<file path="src/rtl/seg_scan_ctrl.sv">
// seg_scan_ctrl: time-multiplexing scan controller for a multi-digit
// seven-segment display. It shares one active-low cathode bus among DIGITS
// active-low anodes. Each digit slot has a blank dead-time followed by a
// brightness-scaled on-time and an off remainder. The block also provides
// tear-free frame-boundary loading, per-digit blinking and a frame strobe.
//
// Ports:
//   clk          single clock
//   rst          asynchronous, active-low reset
//   display      per-digit cathode bytes; digit i is [i*8 +: 8], pin polarity
//   load         request to capture display at the next frame boundary
//   enable       scanning enable; low forces blank/IDLE on the next cycle
//   brightness   duty level 0..7, sampled at each slot start
//   blink_mask   1 blinks the corresponding digit
//   anode        active-low digit enables (at most one low)
//   cathode      active-low segments
//   digit_idx    index of the digit whose slot is current
//   frame_start  one-cycle pulse in the first cycle of the digit-0 slot

package types_pkg;
  localparam int unsigned DIGITS = 8;
endpackage

module seg_scan_ctrl #(
  parameter int unsigned DIGITS       = types_pkg::DIGITS,
  parameter int unsigned REFRESH_DIV  = 100_000,
  parameter int unsigned DEAD_CYCLES  = 64,
  parameter int unsigned BLINK_FRAMES = 128
) (
  input  logic                      clk,
  input  logic                      rst,
  input  logic [DIGITS*8-1:0]       display,
  input  logic                      load,
  input  logic                      enable,
  input  logic [2:0]                brightness,
  input  logic [DIGITS-1:0]         blink_mask,
  output logic [DIGITS-1:0]         anode,
  output logic [7:0]                cathode,
  output logic [$clog2(DIGITS)-1:0] digit_idx,
  output logic                      frame_start
);

  localparam int unsigned DW      = $clog2(DIGITS);
  localparam int unsigned CW      = $clog2(REFRESH_DIV);
  localparam int unsigned TW      = CW + 1;
  localparam int unsigned FW      = $clog2(BLINK_FRAMES + 1);
  localparam int unsigned ON_UNIT = (REFRESH_DIV - DEAD_CYCLES) >> 3;

  typedef enum logic [1:0] {
    IDLE = 2'd0,
    DEAD = 2'd1,
    ON   = 2'd2,
    OFF  = 2'd3
  } state_t;

  state_t                   state, state_n;
  logic [CW-1:0]            cnt, cnt_n;
  logic [DW-1:0]            digit_n;
  logic [TW-1:0]            on_q, on_n;
  logic                     pending, pending_n;
  logic                     blink, blink_n;
  logic [FW-1:0]            fcnt, fcnt_n;
  logic [DIGITS-1:0][7:0]   shadow;
  logic [DIGITS-1:0][7:0]   disp_v;
  logic                     shadow_ld;
  logic [DIGITS-1:0]        anode_n;
  logic [7:0]               cathode_n;
  logic                     fs_n;

  assign disp_v = display;

  function automatic logic [TW-1:0] on_calc(input logic [2:0] b);
    return TW'(ON_UNIT) * (TW'(b) + TW'(1));
  endfunction

  // Phase within a slot is a pure function of the slot cycle and on-time,
  // so the slot length stays exactly REFRESH_DIV regardless of brightness.
  function automatic state_t phase_of(input logic [TW-1:0] c,
                                      input logic [TW-1:0] on);
    if (c < TW'(DEAD_CYCLES))
      return DEAD;
    else if (c < TW'(DEAD_CYCLES) + on)
      return ON;
    return OFF;
  endfunction

  always_comb begin
    state_n   = state;
    cnt_n     = cnt;
    digit_n   = digit_idx;
    on_n      = on_q;
    pending_n = pending | load;
    blink_n   = blink;
    fcnt_n    = fcnt;
    shadow_ld = 1'b0;

    if (!enable) begin
      state_n = IDLE;
      cnt_n   = '0;
      digit_n = '0;
    end else if (state == IDLE) begin
      cnt_n     = '0;
      digit_n   = '0;
      on_n      = on_calc(brightness);
      shadow_ld = 1'b1;
      pending_n = 1'b0;
      state_n   = phase_of('0, on_n);
    end else if (cnt == CW'(REFRESH_DIV - 1)) begin
      cnt_n = '0;
      on_n  = on_calc(brightness);
      if (digit_idx == DW'(DIGITS - 1)) begin
        digit_n = '0;
        // Frame boundary: a load on this very edge counts as pending.
        if (pending || load) begin
          shadow_ld = 1'b1;
          pending_n = 1'b0;
        end
        if (fcnt == FW'(BLINK_FRAMES - 1)) begin
          fcnt_n  = '0;
          blink_n = ~blink;
        end else begin
          fcnt_n = fcnt + FW'(1);
        end
      end else begin
        digit_n = digit_idx + DW'(1);
      end
      state_n = phase_of('0, on_n);
    end else begin
      cnt_n   = cnt + CW'(1);
      state_n = phase_of({1'b0, cnt_n}, on_q);
    end

    // Outputs are derived from the next state so that the registered pins
    // line up cycle-for-cycle with the state register.
    anode_n   = '1;
    cathode_n = '1;
    fs_n      = (state_n != IDLE) && (cnt_n == '0) && (digit_n == '0);
    if (state_n == ON) begin
      cathode_n = shadow_ld ? disp_v[digit_n] : shadow[digit_n];
      if (!(blink_n && blink_mask[digit_n]))
        anode_n[digit_n] = 1'b0;
    end
  end

  always_ff @(posedge clk or negedge rst) begin
    if (!rst) begin
      state       <= IDLE;
      cnt         <= '0;
      digit_idx   <= '0;
      on_q        <= '0;
      pending     <= 1'b0;
      blink       <= 1'b0;
      fcnt        <= '0;
      shadow      <= '1;
      anode       <= '1;
      cathode     <= '1;
      frame_start <= 1'b0;
    end else begin
      state       <= state_n;
      cnt         <= cnt_n;
      digit_idx   <= digit_n;
      on_q        <= on_n;
      pending     <= pending_n;
      blink       <= blink_n;
      fcnt        <= fcnt_n;
      if (shadow_ld)
        shadow <= disp_v;
      anode       <= anode_n;
      cathode     <= cathode_n;
      frame_start <= fs_n;
    end
  end

endmodule

</file>
<file path="config.mk">
export PLATFORM = sky130hd
export DESIGN_NAME = seg_scan_ctrl
export DESIGN_NICKNAME = d
export VERILOG_FILES = /design/src/rtl/seg_scan_ctrl.sv
export SDC_FILE = /design/constraint.sdc
export NUM_CORES = 1
export LEC_CHECK = 0
export BUFFER_PORTS_ARGS = -buffer_cell sky130_fd_sc_hd__buf_4
export CORE_MARGIN = 2
export CORE_UTILIZATION = 50
export DETAILED_ROUTE_END_ITERATION = 8
export GPL_ROUTABILITY_DRIVEN = 1
export HOLD_SLACK_MARGIN = 0.03
export PLACE_DENSITY = 0.71
export SYNTH_ARGS = -nofsm -noshare
export SYNTH_HDL_FRONTEND = slang
export SYNTH_SLANG_ARGS = --single-unit
</file>
<file path="constraint.sdc">
create_clock -name clk -period 8.7 [get_ports clk]
set_input_delay 0.435 -clock clk [delete_from_list [all_inputs] [get_ports clk]]
set_output_delay 0.435 -clock clk [all_outputs]
set_load 0.03 [all_outputs]
</file>
---- After elaboration in Yosys (flattened, before gate mapping) ----
Index checks and enable logic that the tools add are counted.
word-level totals
  register bits ........................... 131
  bits of input ports ..................... 79
  output and inout bits ................... 20
  logic and storage cells ................. 103
cells by class
  add/subtract/negate cells ............... 5
  multipliers ............................. 1
  magnitude comparators ................... 4
  eq/ne operators ......................... 4
  muxes and demuxes ....................... 55
  bitwise logic cells ..................... 4
  reduce and logical (&&, ||, !) cells .... 12
operators by type and width
  cell                                                          number
  two-way mux 8 bit                                             7
  two-way mux 17 bit                                            3
  binary-select mux 8 bit (select 3 bit)                        2
  two-way mux 18 bit                                            2
  two-way mux 1 bit                                             27
  adder 7 x 18 -> 18 bit (first input constant)                 1
  less-than comparator 17 x 18 -> 1 bit                         1
  adder 17 x 1 -> 17 bit (second input constant)                1
  equality test 17 bit (second input constant)                  1
  logical NOT 17 bit                                            1
  less-than comparator 17 x 7 -> 1 bit (second input constant)  1
  multiplier 12 x 4 -> 16 bit (first input constant)            1
  two-way mux 2 bit                                             8
  two-way mux 3 bit                                             4
  adder 8 x 1 -> 8 bit (second input constant)                  1
  equality test 8 x 7 -> 1 bit (second input constant)          1
  inverter 8 bit                                                1
  adder 3 x 1 -> 4 bit (second input constant)                  1
  logical AND 1 bit                                             4
  less-than comparator 3 x 4 -> 1 bit (second input constant)   1
  AND reduction 4 bit                                           1
  nonzero test 2 bit                                            2
  adder 3 x 1 -> 3 bit (second input constant)                  1
  binary-select mux 1 bit (select 3 bit)                        1
  10 further kinds                                              11

---- Depth between registers and ports, before layout ----
  depth in word-level cells ............... 14
  gate-level depth with buffers ........... 16
  depth with buffers taken out ............ 13

---- Worst setup path after synthesis ----
Ideal clock, no wire load.
  kind .................................... flip-flop to flip-flop
  from .................................... register cnt[0]
  to ...................................... register cathode[5]
  library setup time ...................... 0.081 ns
  arrival ................................. 2.968 ns
  required time ........................... 8.619 ns
  slack ................................... 5.651 ns
  stages on the path, launching flop included .. 17
  buffers on the path ..................... 4
  clock period less this slack ............ 3.049 ns
  path through ............................ dfrtp_1 -> ha_1 -> and4_1 -> buf_6 -> and4_1 -> buf_2 -> and3_1 -> xor2_1 -> ha_1 -> nand4b_1 -> mux2_2 -> a41oi_1 -> a32oi_1 -> and3_1 -> buf_6 -> buf_8 -> o211ai_1
between the ends
  cells in the longest elaborated chain, start to end .. 13
  elaborated cells on any way between the ends .. 27
  those cells by class .................... add/sub (1); order compare (2); eq/ne (2); mux (22)
RTL lines
  what                                   line  source
  start, declared                        57    logic [CW-1:0] cnt, cnt_n;
  start signal, assigned                 160   cnt <= cnt_n;
  adder 17 x 1 -> 17 bit                 129   cnt_n = cnt + CW'(1);
  less-than comparator 17 x 18 -> 1 bit  82    else if (c < TW'(DEAD_CYCLES) + on)
  two-way mux 1 bit                      82
  two-way mux 1 bit                      80    if (c < TW'(DEAD_CYCLES))
  two-way mux 1 bit                      108   end else if (cnt == CW'(REFRESH_DIV - 1)) begin
  two-way mux 1 bit                      101   end else if (state == IDLE) begin
  two-way mux 1 bit                      97    if (!enable) begin
  two-way mux 2 bit                      84    return OFF;
  two-way mux 2 bit                      108
  two-way mux 2 bit                      101
  two-way mux 2 bit                      97
  equality test 2 bit                    138   if (state_n == ON) begin
  two-way mux 8 bit *                    138
  net cathode_n[5]                       67    logic [7:0] cathode_n;
  end signal, assigned                   169   cathode <= cathode_n;
  end, declared                          38    output logic [7:0] cathode,
The timed path passes the listed nets; every way through them passes the cells marked *. The select of a mux whose other input is x is not followed.
A chain may end at the register's enable or synchronous reset.

---- Final worst setup path ----
  from .................................... register cnt[0]
  to ...................................... register cathode[4]
The elaborated chain is that of the path after synthesis.

==> impl_metrics.csv <==
group,metric,value,unit
timing,hold_viol,0,
die,fp.coreArea,0.0145,mm2
power_and_ir_drop,p_leak,0.00409,uW
timing,worstMarginPinSlew,0.860,ns
logic_synthesis,synth_cell_types,74,
cts,numCtsBuffers,17,
logic_synthesis,synthSimpleGateAreaFrac,24.6,%
final_layout,final_util,60.4,%
logic_synthesis,syn_inst,807,
timing,fmax,262,MHz
setup_path,reg2reg_setup_slack,4.88,ns
setup_path,critPathCaptureType,"flop",
setup_path,worst-r2r-cell-count,9,
setup_path,cp_max_fo,22,
logic_synthesis,synth_edf_count,0,
logic_synthesis,ys_async_sr_fraction,100,%
final_layout,area_growth,18.3,%
setup_path,critPathRequiredTime,9.01,ns
routing,vias_per_cell,5.56,
global_route,grt-ovfl-total,0,
timing,fin_crit_sh,43.9,%
final_layout,diodes,0,
logic_synthesis,muxShareOfSynthArea,4.54,%
logic_synthesis,syn_nets,917,
global_route,antenna_found_initial,0,
final_layout,fillers,1301,
logic_synthesis,synthAdderAreaFrac,5.25,%
routing,first_pass_iters,5,
global_route,grt_max_degree,71,
die,die_width,126,um
logic_synthesis,yosysWarnings,0,
die,initial_utilization,51.0,%
global_route,grt_first_pass_wirelength,29400,um
timing,finalSetupViolCount,0,
timing,relSlewSlack,42.7,%
cts,clk_pin_slew,0.06,ns
setup_path,critPathLaunchType,"flop",
cts,postCtsHoldBufs,0,
cts,htreeDepth,4,
logic_synthesis,ys_ff_latch,129,
flow_run,max_cap_violations,0,
logic_synthesis,seq_area_frac_synth,45.0,%
logic_synthesis,synth_compound_area_share,9.70,%
final_layout,final_common_cell,"nand2_1",
routing,ant_nets,0,
logic_synthesis,synth_top_family_by_area,"simple AND/OR/NAND/NOR gates",
place,numPortBuffers,98,
routing,drc,0,
final_layout,fin_nets,992,
routing,drt-wirelength-per-cell,16.4,um
timing,fin_skew,0.00955,ns
setup_path,crit_type,"reg2reg",
worst_hold_path,hold_path_class,"in2async",
logic_synthesis,dominantRegCellSynth,"dfstp_2",
die,dieArea,0.0158,mm2
setup_path,r2r-end,"cathode[4]",
timing,fin_crit,3.82,ns
die,die_y,126,um
setup_path,worst-endpoint-arrival,4.13,ns
routing,vias,5984,
cts,clock_latency,0.42,ns
die,fp-row-count,44,
routing,totalWireLength,17700,um
setup_path,reg2reg_from,"cnt[0]",
cts,cts_root_buffer,"clkbuf_16",
power_and_ir_drop,ir_drop,0.138,mV
outcome,status,"finished, final reports clean",
timing,rsz0062_at_grt,"false",
cts,postCtsSetupBuffers,0,
logic_synthesis,synth-xor-area-share,6.09,%
global_route,grt_pass1_vias,5794,
routing,initialDrtViolationCount,425,
global_route,grtUsageTotal,23.3,%
power_and_ir_drop,power_per_cell_area,190,mW/mm2
place,hpwlAfterDp,12800,um
timing,drv_slew,0,
cts,cts_sinks,129,
logic_synthesis,syn_avg_cell_area,9.16,um2
cts,tritoncts,"built",
place,place.gp.congestion,0.846,
cts,cts_buffer_depth,2,
cts,cts_resized,0,
logic_synthesis,mappedNetlistArea,0.00739,mm2
die,num_io_pins,99,
final_layout,drive_above_1_share,27.4,%
final_layout,final_cell_mix,"nand2_1, buf_4, dfstp_2, dfrtp_1, nor2_1",
timing,tns,0,ns
[cell families after synthesis]
family	Yosys count
AND/OR/NAND/NOR	395
AO/OA/AOI/OAI	103
adder cells (fa/ha/maj)	31
flip-flops	129
multiplexers	31
XOR/XNOR	49
buffers and inverters	69
[synth_stat cells, types with 19 or more instances]
cell type | n | area, um2
nor2_1 | 34 | 128
nand3_1 | 30 | 150
xnor2_1 | 28 | 245
nand2_1 | 244 | 916
buf_2 | 24 | 120
dfstp_2 | 80 | 2100
dfrtp_1 | 49 | 1230
o21ai_0 | 22 | 110
nand4_1 | 19 | 119
xor2_1 | 19 | 166
ha_1 | 31 | 388
inv_1 | 19 | 71.3
[stage by stage]
step / area (um2) / hold WS [ns] / total power, uW / cells / worst slack, ns
CTS: 8740 / 0.0945 / 1680 / 1077 / 4.94
finish: 8740 / 0.0705 / 1660 / 1077 / 4.88
global placement: 8140 / 0.446 / 943 / 1047 / 5.01
detailed placement: 8140 / 0.448 / 951 / 1047 / 4.99
floorplan: 7390 / 0.139 / 857 / 807 / 5.65
global route: 8740 / 0.128 / 1740 / 1077 / 4.72
[critical path, cell delays in order (launching register included)]
cell	delay [ns]
dfrtp_1	0.40
ha_1	0.21
and4_1	0.39
and4_1	0.82
mux2_4	0.36
nand2_1	0.31
inv_2	0.51
mux2i_1	0.41
o22a_1	0.20
o211ai_2	0.09
[metal layers]
layer | share of wire (%) | GRT usage (%) | up-vias
met4 | 1.3 | 7.06 | 0
met2 | 46 | 34.6 | 175
met1 | 47 | 33.8 | 2885
met3 | 5.9 | 5.91 | 24
met5 | 0 | 0 | -
li1 | - | - | 2900
[layout make-up]
class / count / area (um2) / area share (%)
multi-input cells: 609 / 3720 / 42.5
flip-flops and latches: 129 / 3330 / 38.1
repair buffers: 103 / 773 / 8.84
clock buffers: 22 / 505 / 5.78
well taps: 184 / 230 / 2.63
clock inverters: 8 / 100 / 1.14
inverters: 22 / 87.6 / 1.00
[state kept, by name, indices dropped and copies added, names as in the netlist]
name,flops
fcnt,8
digit_idx,3
pending,1
cnt,17
blink,1
anode,8
shadow,64
on_q,16
state,2
cathode,8
frame_start,1
[power by group]
| group | internal (uW) | total [uW] | switching [uW] |
|---|---|---|---|
| registers | 684 | 732 | 48.3 |
| logic | 95.0 | 210 | 115 |
| clock network | 466 | 721 | 256 |
| total | 1240 | 1660 | 419 |
[how the worst max path moves through the flow]
stage	startpoint	endpoint
after global placement	cnt[0]	cathode[4]
after detailed placement	cnt[0]	cathode[4]
after global routing	cnt[0]	cathode[3]
after CTS	cnt[0]	cathode[4]
after floorplan	cnt[0]	cathode[5]
final	cnt[0]	cathode[4]
Power figures use the tool's default switching activity.
